### config.mk
export PLATFORM = sky130hd
export DESIGN_NAME = subband_synthesis_combiner
export DESIGN_NICKNAME = d
export VERILOG_FILES = /design/src/rtl/subband_synthesis_combiner.sv
export SDC_FILE = /design/constraint.sdc
export NUM_CORES = 2
export LEC_CHECK = 0
export CORE_UTILIZATION = 43
export CTS_BUF_LIST = sky130_fd_sc_hd__clkbuf_16
export CTS_CLUSTER_DIAMETER = 40
export CTS_CLUSTER_SIZE = 8
export DETAILED_ROUTE_END_ITERATION = 10
export PLACE_DENSITY = 0.69
export SYNTH_ARGS = -nofsm -noshare
export SYNTH_HDL_FRONTEND = slang
export SYNTH_SLANG_ARGS = --single-unit
### constraint.sdc
create_clock -name clock -period 68.6 [get_ports clock]
set_input_delay 13.72 -clock clock [delete_from_list [all_inputs] [get_ports clock]]
set_output_delay 13.72 -clock clock [all_outputs]
set_load 0.03 [all_outputs]
### src/rtl/subband_synthesis_combiner.sv
// subband_synthesis_combiner: gain-weighted sum of NBANDS band samples via one time-multiplexed MAC, rounded and saturated
module subband_synthesis_combiner #(
  parameter int NBANDS    = 16,
  parameter int IN_W      = 33,
  parameter int IN_FRAC   = 32,
  parameter int GAIN_W    = 16,
  parameter int GAIN_FRAC = 14,
  parameter int OUT_W     = 13,
  parameter int OUT_FRAC  = 12
) (
  input  logic                        clock,
  input  logic                        reset,
  input  logic                        clk_enable,
  input  logic [NBANDS*IN_W-1:0]      band_in,
  input  logic                        in_valid,
  output logic                        in_ready,
  input  logic                        gain_we,
  input  logic [$clog2(NBANDS)-1:0]   gain_addr,
  input  logic [GAIN_W-1:0]           gain_data,
  output logic                        gain_ready,
  output logic [OUT_W-1:0]            filter_out,
  output logic                        out_valid,
  output logic                        sat_flag
);
  localparam int AW    = $clog2(NBANDS);
  localparam int PW    = IN_W + GAIN_W;
  localparam int ACC_W = PW + AW;
  localparam int S     = IN_FRAC + GAIN_FRAC - OUT_FRAC;
  localparam int RW    = ACC_W - S;
  localparam logic [ACC_W-1:0] HALF = ACC_W'(1) << (S - 1);
  localparam logic signed [RW-1:0] MAXV = RW'((1 << (OUT_W - 1)) - 1);
  localparam logic signed [RW-1:0] MINV = RW'(-(1 << (OUT_W - 1)));
  typedef enum logic [1:0] {IDLE, MAC, ROUND} state_t;
  state_t state, state_nx;
  logic [NBANDS*IN_W-1:0] hold;
  logic signed [GAIN_W-1:0] gain [NBANDS];
  logic signed [ACC_W-1:0] acc, rsum;
  logic [AW-1:0] idx;
  logic signed [IN_W-1:0] band_sel;
  logic signed [PW-1:0] prod;
  logic signed [RW-1:0] r;
  logic hi, lo;
  logic [OUT_W-1:0] clip;
  assign in_ready   = state == IDLE;
  assign gain_ready = state == IDLE;
  assign band_sel   = hold[idx*IN_W +: IN_W];
  assign prod       = PW'(band_sel) * PW'(gain[idx]);
  assign rsum       = acc + HALF;
  assign r          = rsum[ACC_W-1:S];
  assign hi         = r > MAXV;
  assign lo         = r < MINV;
  assign clip       = hi ? MAXV[OUT_W-1:0] : lo ? MINV[OUT_W-1:0] : r[OUT_W-1:0];
  always_comb begin
    state_nx = state;
    state_nx = state == IDLE ? (in_valid ? MAC : IDLE)
             : state == MAC  ? (idx == AW'(NBANDS - 1) ? ROUND : MAC)
             : IDLE;
  end
  // gain writes land before a same-edge transfer's first MAC, so a new sample sees them
  always_ff @(posedge clock or posedge reset) begin
    if (reset) begin
      state      <= IDLE;
      hold       <= '0;
      acc        <= '0;
      idx        <= '0;
      filter_out <= '0;
      out_valid  <= 1'b0;
      sat_flag   <= 1'b0;
      for (int i = 0; i < NBANDS; i++) gain[i] <= GAIN_W'(1 << GAIN_FRAC);
    end else if (clk_enable) begin
      state     <= state_nx;
      out_valid <= state == ROUND;
      sat_flag  <= state == ROUND && (hi || lo);
      if (gain_we && gain_ready) gain[gain_addr] <= gain_data;
      if (state == IDLE && in_valid) begin
        hold <= band_in;
        acc  <= '0;
        idx  <= '0;
      end
      if (state == MAC) begin
        acc <= acc + ACC_W'(prod);
        idx <= idx + AW'(1);
      end
      if (state == ROUND) filter_out <= clip;
    end
  end
endmodule
==> results.json <==
{
  "fp-row-count": 134,
  "cts_inserted_buffers": 149,
  "yosysTopAreaCell": "dfrtp_1",
  "hold_buffers": 0,
  "tightest_slew_ps": 1170,
  "via_per_inst": 5.40,
  "synth_compound_area_share_pct": 2.99,
  "period_needed_ps": 17520,
  "wirelength_mm": 161,
  "status": "complete, but fails checks",
  "crit_type": "in -> reg",
  "synthSimpleGateAreaFrac_pct": 5.63,
  "synth_seq_area_share_pct": 36.9,
  "clock_latency_ps": 770,
  "cts_resized": 0,
  "port_buffers": 569,
  "synthXorXnorAreaFrac_pct": 1.01,
  "hold_start": "acc[31]",
  "drt-wirelength-per-cell_um": 22.9,
  "crit_arrival_ps": 18160,
  "synth.avg_cell_area_um2": 12.5,
  "critPathRequiredTime_ps": 69240,
  "ff2ff_path_depth": 27,
  "synth_edf_count": 0,
  "period_share_pct": 25.5,
  "worstSetupStartpointType": "input port",
  "antenna_found_initial": 64,
  "first_global_vias": 41900,
  "synth_top_family_by_area": "multiplexers",
  "max_freq_mhz": 57.1,
  "cts_root_buf": "clkbuf_16",
  "die_x_um": 370,
  "initialDrtViolationCount": 2518,
  "final-setup-viol-count": 0,
  "netlist.area_leader.share_pct": 36.2,
  "cts.sinks": 858,
  "dr.pass1.iters": 9,
  "cts_setup_buffers": 0,
  "dieArea_um2": 137000,
  "hold_class": "reg -> reg",
  "grt_max_degree": 184,
  "synth.most_common_cell": "dfrtp_1",
  "area_growth_pct": 20.6,
  "grt_remaining_overflow": 0,
  "synth.yosys.warnings": 0,
  "tns_ps": 0,
  "rsz0062_at_grt": "no",
  "drive_above_1_share_pct": 25.4,
  "synth_nets": 5915,
  "coreArea_um2": 134000,
  "start_util_pct": 43.5,
  "regToRegSetupSlack_ps": 57330,
  "tritoncts": "yes",
  "min_delay_path_depth": 2,
  "violations": "design-rule violations",
  "htreeDepth": 4,
  "synth.area.top_cells": "dfrtp_1 36%, fa_1 20%, mux2_2 15%",
  "hold_path_end": "acc[31]",
  "clkTransAtPathRegs_ps": 50,
  "pin_count": 570,
  "drv_cap": 0,
  "grt_util_all_layers_pct": 24.5,
  "ant_nets": 0,
  "synth.distinct_cells": 76,
  "muxShareOfSynthArea_pct": 24.6,
  "syn-cell-area_um2": 58200,
  "finalHoldViolCount": 0,
  "reg2reg_to": "acc[51]",
  "slew_headroom_pct": 21.1,
  "synth_seq_cells": 858,
  "die_y_um": 370,
  "finClkSkew_ps": 26.4,
  "synth_flop_cell": "dfrtp_1",
  "layout.nets": 6436,
  "synthTopCellsByCount": "842 x dfrtp_1, 801 x mux2_2, 672 x inv_1",
  "dpl.hpwl_mm": 121,
  "route.detailed.drc": 42,
  "cts.path.max_buffers": 3,
  "gp_congestion": 0.868,
  "worstReg2RegStart": "idx[0]",
  "cp-end-kind": "flip-flop",
  "cp_max_fo": 156,
  "syn_inst": 4650,
  "ys_async_sr_fraction_pct": 100,
  "synthAdderAreaFrac_pct": 22.6,
  "routed-via-count": 38100,
  "fill_cells": 11400,
  "finalMaxSlewViolations": 0,
  "grt_pass1_wl_mm": 254
}
[cell type report]
cell class / instances / area [um2] / area share, %
inverters: 673 / 2530 / 3.61
clock buffers: 150 / 3750 / 5.35
diodes: 36 / 90.1 / 0.128
multi-input cells: 2869 / 33200 / 47.3
clock inverters: 89 / 776 / 1.11
flip-flops and latches: 858 / 21500 / 30.6
repair buffers: 620 / 6130 / 8.73
well taps: 1768 / 2210 / 3.15
[sequential cells by signal (all words and copies together) (netlist names)]
name / flops
hold: 528
gain: 256
acc: 53
filter_out: 13
idx: 4
state: 2
out_valid: 1
sat_flag: 1
[worst max-delay path, cell delays in order]
cell and delay, ps:
clkdlybuf4s50_1 450, buf_4 180, and3_4 650, buf_4 830, buf_12 660, buf_4 920
mux2_2 430
[logic make-up after synthesis]
group,Yosys count
AOI/OAI and AO/OA,265
xor gates and xnor gates,67
adders and majority gates,712
buffers and inverters,923
DFF,858
muxes,1048
and+or+nand+nor,777
[metrics by stage]
stage               util, %  instances  hold WS (ps)  setup WS, ps  cell area, um2
floorplan                 -       4650           450         30800           58200
global placement       49.0       6788           478         50430           65600
detailed placement     49.0       6788           483         50390           65600
CTS                    52.4       7027           493         51230           70100
global route           52.5       7056           501         50930           70200
finish                 52.5       7063           491         51080           70200
[how the worst max path moves through the flow]
stage,startpoint,to,slack [ps],depth (start not counted)
global route,clk_enable,hold[384],50930,7
floorplan,reset,acc[0],30800,1
detailed placement,clk_enable,hold[145],50390,7
finish,clk_enable,hold[145],51080,7
global placement,clk_enable,hold[412],50430,7
CTS,clk_enable,hold[384],51230,7
[cell usage in the layout, fill, tap and decap left out, types with 19 or more instances in the layout]
cell / count
buf_4: 47
inv_1: 698
clkdlybuf4s50_1: 569
a21oi_1: 57
mux4_2: 228
a21o_1: 25
ha_1: 143
clkbuf_16: 150
nand2_1: 367
nor2b_1: 33
xor2_1: 29
diode_2: 36
o21ai_0: 72
dfrtp_1: 838
xnor2_1: 38
fa_1: 569
nand3_1: 19
mux2i_1: 19
nor2_1: 258
mux2_2: 801
[metal layers]
layer,track usage [%],up-vias,share of wire (%)
li1,-,16500,-
met1,30.6,19900,40
met2,39.5,1402,48
met3,7.73,327,8.6
met4,9.46,50,3.5
met5,0,-,0.21
Power is left out: the tool's default activity adds up to more than one toggle a clock period on the data nets, which glitch-free logic cannot reach.
